## src/rtl/lc3_pkg.sv

```systemverilog
// Shared LC3 fetch-side types and constants: program origin, NOP encoding,
// the instruction-memory responder state encoding and the 16-bit word type.
package lc3_pkg;

   localparam logic [15:0] LC3_INSTR_BASE = 16'h3000;
   localparam logic [15:0] LC3_NOP        = 16'h0000;

   typedef enum logic [1:0] {
      IM_IDLE,
      IM_WAIT,
      IM_RESP
   } im_state_t;

   typedef logic [15:0] lc3_word_t;

endpackage

```

## src/rtl/instrmem_responder_if.sv

```systemverilog
// Fetch/preload bus between the fetch controller (master) and the
// instruction-memory responder (slave).
interface instrmem_responder_if #(
   parameter int ADDR_W = 8
);
   import lc3_pkg::*;

   lc3_word_t          pc;
   logic               instrmem_rd;
   logic               instrmem_busy;
   lc3_word_t          dout;
   logic               instr_valid;
   logic               addr_err;
   logic               ld_en;
   logic [ADDR_W-1:0]  ld_addr;
   lc3_word_t          ld_data;

   modport master (
      output pc, instrmem_rd, ld_en, ld_addr, ld_data,
      input  instrmem_busy, dout, instr_valid, addr_err
   );

   modport slave (
      input  pc, instrmem_rd, ld_en, ld_addr, ld_data,
      output instrmem_busy, dout, instr_valid, addr_err
   );

endinterface

```

## src/rtl/instrmem_array.sv

```systemverilog
// Instruction storage: synchronous write port for preload, combinational read
// so a same-edge load and fetch of one word returns the old contents.
module instrmem_array
   import lc3_pkg::*;
#(
   parameter int ADDR_W = 8
) (
   input  logic              clock,
   input  logic              we_i,
   input  logic [ADDR_W-1:0] waddr_i,
   input  lc3_word_t         wdata_i,
   input  logic [ADDR_W-1:0] raddr_i,
   output lc3_word_t         rdata_o
);

   lc3_word_t mem_q [2**ADDR_W];

   // NOTE: the array deliberately has no reset; program contents survive a
   // reset and a reset loop over every word would not map onto RAM.
   always_ff @(posedge clock) begin
      if (we_i) begin
         mem_q[waddr_i] <= wdata_i;
      end
   end

   assign rdata_o = mem_q[raddr_i];

endmodule

```

## src/rtl/instrmem_responder.sv

```systemverilog
// Instruction-memory responder: accepts fetch reads, returns the word after
// LATENCY cycles with a one-cycle instr_valid pulse, flags out-of-range pc.
module instrmem_responder
   import lc3_pkg::*;
#(
   parameter int              ADDR_W    = 8,
   parameter int              LATENCY   = 2,
   parameter logic [15:0]     BASE_ADDR = LC3_INSTR_BASE
) (
   input  logic               clock,
   input  logic               reset,
   instrmem_responder_if.slave bus
);

   localparam logic [3:0] LAT_M1 = 4'(LATENCY - 1);

   im_state_t  state_q, state_d;
   logic [3:0] cnt_q, cnt_d;
   lc3_word_t  resp_q, resp_d;
   logic       resp_err_q, resp_err_d;
   lc3_word_t  dout_q;
   logic       valid_q;
   logic       busy_q;
   logic       err_q;

   lc3_word_t  offset;
   logic       in_range;
   logic       accept;
   lc3_word_t  rd_word;

   // pc below BASE_ADDR wraps to a large offset and lands out of range
   assign offset   = bus.pc - BASE_ADDR;
   assign in_range = ((offset >> ADDR_W) == 16'd0);
   assign accept   = ((state_q == IM_IDLE) || (state_q == IM_RESP))
                     && (bus.instrmem_rd === 1'b1);

   instrmem_array #(
      .ADDR_W (ADDR_W)
   ) u_array (
      .clock   (clock),
      .we_i    (bus.ld_en),
      .waddr_i (bus.ld_addr),
      .wdata_i (bus.ld_data),
      .raddr_i (offset[ADDR_W-1:0]),
      .rdata_o (rd_word)
   );

   // NOTE: every next-state variable gets its hold value first, so no path
   // through the block leaves one unassigned and no latch is inferred.
   always_comb begin
      state_d    = state_q;
      cnt_d      = cnt_q;
      resp_d     = resp_q;
      resp_err_d = resp_err_q;

      case (state_q)
         IM_WAIT: begin
            cnt_d = cnt_q - 4'd1;
            if (cnt_q == 4'd1) begin
               state_d = IM_RESP;
            end
         end
         default: state_d = IM_IDLE;
      endcase

      if (accept) begin
         resp_d     = in_range ? rd_word : LC3_NOP;
         resp_err_d = !in_range;
         cnt_d      = LAT_M1;
         state_d    = (LATENCY == 1) ? IM_RESP : IM_WAIT;
      end
   end

   // NOTE: state registers use non-blocking assignments so every flop samples
   // pre-edge values regardless of statement order.
   always_ff @(posedge clock or posedge reset) begin
      if (reset) begin
         state_q    <= IM_IDLE;
         cnt_q      <= 4'd0;
         resp_q     <= LC3_NOP;
         resp_err_q <= 1'b0;
         dout_q     <= LC3_NOP;
         valid_q    <= 1'b0;
         busy_q     <= 1'b0;
         err_q      <= 1'b0;
      end else begin
         state_q    <= state_d;
         cnt_q      <= cnt_d;
         resp_q     <= resp_d;
         resp_err_q <= resp_err_d;
         busy_q     <= (state_d == IM_WAIT);
         valid_q    <= (state_q == IM_RESP);
         err_q      <= (state_q == IM_RESP) && resp_err_q;
         if (state_q == IM_RESP) begin
            dout_q <= resp_q;
         end
      end
   end

   assign bus.instrmem_busy = busy_q;
   assign bus.dout          = dout_q;
   assign bus.instr_valid   = valid_q;
   assign bus.addr_err      = err_q;

endmodule
```

## src/flat_wrapper.sv

```systemverilog
// flat-port wrapper written by rule: the top's interface ports become plain ports
module instrmem_responder_flat import lc3_pkg::*;
#(
   parameter int              ADDR_W    = 8,
   parameter int              LATENCY   = 2,
   parameter logic [15:0]     BASE_ADDR = LC3_INSTR_BASE
)
  (clock, reset, bus_pc, bus_instrmem_rd, bus_ld_en, bus_ld_addr, bus_ld_data, bus_instrmem_busy, bus_dout, bus_instr_valid, bus_addr_err);
  instrmem_responder_if #(.ADDR_W(ADDR_W)) bus_i ();
  input  logic clock;
  input  logic reset;
  input wire logic [$bits(bus_i.pc)-1:0] bus_pc;
  input wire logic [$bits(bus_i.instrmem_rd)-1:0] bus_instrmem_rd;
  input wire logic [$bits(bus_i.ld_en)-1:0] bus_ld_en;
  input wire logic [$bits(bus_i.ld_addr)-1:0] bus_ld_addr;
  input wire logic [$bits(bus_i.ld_data)-1:0] bus_ld_data;
  output wire logic [$bits(bus_i.instrmem_busy)-1:0] bus_instrmem_busy;
  output wire logic [$bits(bus_i.dout)-1:0] bus_dout;
  output wire logic [$bits(bus_i.instr_valid)-1:0] bus_instr_valid;
  output wire logic [$bits(bus_i.addr_err)-1:0] bus_addr_err;
  assign bus_i.pc = bus_pc;
  assign bus_i.instrmem_rd = bus_instrmem_rd;
  assign bus_i.ld_en = bus_ld_en;
  assign bus_i.ld_addr = bus_ld_addr;
  assign bus_i.ld_data = bus_ld_data;
  assign bus_instrmem_busy = bus_i.instrmem_busy;
  assign bus_dout = bus_i.dout;
  assign bus_instr_valid = bus_i.instr_valid;
  assign bus_addr_err = bus_i.addr_err;
  instrmem_responder #(.ADDR_W(ADDR_W), .LATENCY(LATENCY), .BASE_ADDR(BASE_ADDR)) u_core (.clock(clock), .reset(reset), .bus(bus_i));
endmodule
```

## config.mk

```make
export PLATFORM = sky130hd
export DESIGN_NAME = instrmem_responder_flat
export DESIGN_NICKNAME = d
export VERILOG_FILES = /design/src/rtl/lc3_pkg.sv /design/src/rtl/instrmem_responder_if.sv /design/src/rtl/instrmem_array.sv /design/src/rtl/instrmem_responder.sv /design/src/flat_wrapper.sv
export SDC_FILE = /design/constraint.sdc
export NUM_CORES = 2
export LEC_CHECK = 0
export BUFFER_PORTS_ARGS = -buffer_cell sky130_fd_sc_hd__buf_2
export CAP_MARGIN = 20
export CORE_MARGIN = 3
export CORE_UTILIZATION = 45
export DETAILED_ROUTE_END_ITERATION = 16
export PLACE_DENSITY_LB_ADDON = 0.05
export RECOVER_POWER = 25
export SLEW_MARGIN = 20
export SYNTH_ARGS = -nofsm -noshare
export SYNTH_HDL_FRONTEND = slang
export SYNTH_SLANG_ARGS = --single-unit
```

## constraint.sdc

```tcl
create_clock -name clock -period 4.1 [get_ports clock]
set_clock_uncertainty 0.1 [all_clocks]
set_input_delay 0.82 -clock clock [delete_from_list [all_inputs] [get_ports clock]]
set_output_delay 0.82 -clock clock [all_outputs]
set_load 0.005 [all_outputs]
```

==> run summary <==
POWER AND IR DROP
--------------------------------------------------------------------------------------------------------
Register share of total power                                                                      51.8%
Leakage                                                                                          60.7 nW
Worst VDD drop                                                                                  0.378 mV
Clock power share                                                                                  42.3%
P_int                                                                                            70.3 mW
Fraction of power spent switching nets                                                             22.1%
Overall Power                                                                                    90.3 mW
Comb pwr share                                                                                      5.9%
Total power density per cell area                                                             482 nW/µm²
Switching pwr                                                                                    19.9 mW

FLOORPLANNING
--------------------------------------------------------------------------------------------------------
Die Ht                                                                                            604 µm
Horizontal die dimension                                                                          604 µm
Core box area                                                                                 354000 µm²
Boundary Pins                                                                                         63
Effective utilization at floorplan                                                                 45.4%
Site row count                                                                                       218
Die Area                                                                                      365000 µm²

TIMING
--------------------------------------------------------------------------------------------------------
Post-route setup TNS                                                                                0 ps
Slew at the pin closest to its max-slew limit                                                    3640 ps
Final worst hold slack                                                                            253 ps
Final worst-path setup slack                                                                      344 ps
Max Clock Freq                                                                                   266 MHz
Endpoints failing setup                                                                                0
Tcrit/Tclk final                                                                                   91.6%
Number of hold violations in the final report                                                          0
Headroom to the max-slew limit                                                                     -142%
Number of slew-limit violations in the final report                                                 1862
Min cycle time layout                                                                            3760 ps
RSZ-0062 raised after global routing                                                                  no

DETAILED ROUTING
--------------------------------------------------------------------------------------------------------
Total DRC errors in the routed layout                                                                  0
TritonRoute pass-1 iters                                                                               6
Via density per instance                                                                            6.17
Number of DRC violations after detailed-routing iteration 0                                        10876
Vias after detailed routing                                                                        84471
Sum of routed wire length over all layers                                                         514 mm
Avg WL per Cell                                                                                  37.6 µm
Antenna Violating Nets Remaining                                                                       0

YOSYS
--------------------------------------------------------------------------------------------------------
Area share of the largest cell type after synthesis                                                76.4%
Combinational family with the most area after synthesis                                     multiplexers
Top cells by area in the synthesized netlist                                                edfxtp_1 (76%), mux4_2 (11%), mux2i_1 (2.8%)
Post-synthesis register bit count                                                                   4138
EDFF count, synth                                                                                   4096
Share of synthesized area spent on multiplexers                                                    15.1%
Xor/xnor cell area share of the yosys netlist                                                    0.0163%
Fraction of the yosys area taken by sequential cells                                               77.1%
Total nets after synthesis                                                                          7604
Number of distinct standard cells referenced by the synthesized netlist                               91
Post-synthesis area per instance                                                                21.3 µm²
Ys Warns                                                                                               0
Cell count after synthesis                                                                          7558
Post-synthesis async set-or-reset flop share                                                       1.01%
Adder-cell share of the synthesized area                                                         0.0155%
Post-synthesis cell type with the largest combined area                                         edfxtp_1
Cell area after synthesis                                                                     161000 µm²
Most used flip-flop cell after synthesis                                                        edfxtp_1
Fraction of the mapped netlist area in simple logic gates                                          2.27%
Synthesized-area fraction occupied by ao, oa, aoi and oai cells                                    3.37%

PLACEMENT
--------------------------------------------------------------------------------------------------------
HPWL after detailed placement                                                                     326 mm
Count of input and output buffers                                                                     62
Cell Count Post-Placement                                                                          12882
RePlAce Congestion                                                                                 0.879
Worst Setup Slack post-DPL                                                                       -595 ps

WORST SETUP PATH
--------------------------------------------------------------------------------------------------------
Data arrival time of the critical path                                                           4230 ps
Kind of end point of the critical path                                                          register
Category of the most critical setup path                                                    input port to register
Data required, critical path                                                                     4570 ps
Gate family responsible for the most delay along the worst path                             buffers and inverters
Cells traversed along the worst timing path                                                 clkbuf_2 -> clkbuf_2
Most prevalent standard cell on the critical path                                               clkbuf_2
Startpoint type of the worst setup path                                                       input port
Delay of the slowest critical-path stage                                                         2040 ps
Slowest cell on the critical path                                                               clkbuf_2
Critical path buffer and inverter count                                                                2
Crit path max fanout                                                                                 110

FINISH
--------------------------------------------------------------------------------------------------------
Commonest non-fill, non-tap cell in the layout                                                  edfxtp_1
Final instance count without filler cells                                                          13691
Most frequent cells in the layout                                                           edfxtp_1 (4096), buf_4 (837), mux4_2 (809)
Final net count                                                                                     8635
Multi-input gate area in the final layout                                                      34100 µm²
Fillers                                                                                            27777
Synthesis-to-finish area growth                                                                    16.3%
Seq. cell area                                                                                124000 µm²
Fraction of final layout cells with drive strength greater than 1                                  30.8%

CTS
--------------------------------------------------------------------------------------------------------
# resized after CTS                                                                                    0
Clk root buf                                                                                   clkbuf_16
Worst-Skew Late Latency                                                                           990 ps
Number of clock sinks                                                                               4138
Number of buffers inserted during clock tree synthesis                                               433
Max H-tree Level                                                                                       5
Clock tree buffer depth                                                                                4
TritonCTS clock tree                                                                                done
Post-CTS clock slew at the launch and capture registers of the worst setup and hold paths          60 ps

OUTCOME
--------------------------------------------------------------------------------------------------------
Status                                                                                      complete, but fails checks
Failing checks                                                                              capacitance limit, slew limit

GLOBAL ROUTE
--------------------------------------------------------------------------------------------------------
Total routing resource utilization after global routing                                            28.0%
Number of global-route vias before repair                                                          83800
Global-route wire length before repair                                                            707 mm
Pin count of the biggest net entering global routing                                                 125
Initial antenna violation count                                                                       39
GRT Residual Overflow                                                                                  0

MIN PATH
--------------------------------------------------------------------------------------------------------
Tightest Hold Check Type                                                                    input port to register

FLOW RUN
--------------------------------------------------------------------------------------------------------
Max-cap check violation count                                                                         22

final cells by class:
cell class / instances / area share, %
Antenna cell: 12 / 0.0160
Clock buffer: 521 / 6.07
Clock inverter: 274 / 1.26
Inverter: 14 / 0.0361
Multi-Input combinational cell: 2956 / 18.2
Sequential cell: 4138 / 66.3
Tap cell: 4730 / 3.16
Timing Repair Buffer: 1046 / 4.97
power by group through the flow:
stage / clock (mW) / combinational, mW / sequential, mW
after CTS: 38.9 / 5.39 / 46.7
after global routing: 40.5 / 5.55 / 46.7
after detailed placement: 0 / 5.38 / 47.6
after global placement: 0 / 5.33 / 47.6
final: 38.2 / 5.34 / 46.7
after floorplan: 0 / 2.47 / 47.6
per-layer routing:
layer	wire length, µm	up-vias	global-route usage (%)
li1	-	33913	-
met1	213000	46093	39.8
met2	244000	3697	44.7
met3	36100	760	3.94
met4	20600	8	9.69
met5	48	-	0
cells in the mapped netlist, types with 5 or more instances:
cell       count
a2111oi_0     21
a211o_1        5
a211oi_1      26
a21oi_1      124
a221oi_1      34
a22o_1        17
a22oi_1       69
a311oi_1       7
a31oi_1       44
a32o_1         6
and2_1        17
and3_1        11
buf_1         18
buf_12        37
buf_2        121
buf_4         58
buf_6         49
buf_8         24
clkbuf_1     132
clkbuf_8       8
dfrtp_1       42
edfxtp_1    4096
inv_1         11
mux2_2        58
mux2i_1      449
mux4_1        37
mux4_2       809
nand2_1      239
nand2b_1      16
nand3_1       55
nand4_1       20
nor2_1       342
nor2b_1       29
nor3_1        58
nor4_1        13
o211ai_1      25
o21a_1         7
o21ai_0       64
o21ai_1       12
o221ai_1     113
o22ai_1      131
o31ai_1       13
through the flow:
step,area [µm²],utilization (%)
after floorplan,161000,-
after global placement,174000,49.0
after detailed placement,174000,49.0
after CTS,187000,52.9
after global routing,187000,52.8
final,187000,52.8
final timing paths:
path,end,from,cells past startpoint,slack (ps)
worst max register to register,u_core.resp_q[3]$_DFFE_PP0P_,u_core.u_array.mem_q[5][3]$_DFFE_PP_,7,860
worst min register to register,u_core.resp_q[4]$_DFFE_PP0P_,u_core.resp_q[4]$_DFFE_PP0P_,2,400
min in group asynchronous,u_core.bus.instr_valid$_DFF_PP0_,reset,3,300
worst max-delay path,u_core.u_array.mem_q[25][15]$_DFFE_PP_,bus_ld_data[15],2,340
worst min-delay path,u_core.cnt_q[2]$_DFFE_PP0P_,bus_instrmem_rd,4,250
max in group asynchronous,u_core.resp_q[15]$_DFFE_PP0P_,reset,4,1180
registers in the layout, indices dropped and copies added, names as in the netlist:
register / flops
u_core.state_q: 2
u_core.bus.addr_err: 1
u_core.cnt_q: 4
u_core.resp_err_q: 1
u_core.bus.instr_valid: 1
u_core.bus.dout: 16
u_core.bus.instrmem_busy: 1
u_core.resp_q: 16
u_core.u_array.mem_q: 4096
timing repair:
action	CTS	global route
hold buffers	1	0
buffers inserted	0	0
hold endpoints to repair	11	0
cell families (layout without fill, tap and decap cells):
group	after synthesis	count (layout)
other	0	12
DFF	4138	4138
xor gates and xnor gates	3	3
muxes	1353	1353
and+or+nand+nor	830	830
buffers and inverters	464	1855
adders and majority gates	2	2
AOI/OAI and AO/OA	768	768
No activity file was read; power rests on OpenSTA's default activity.
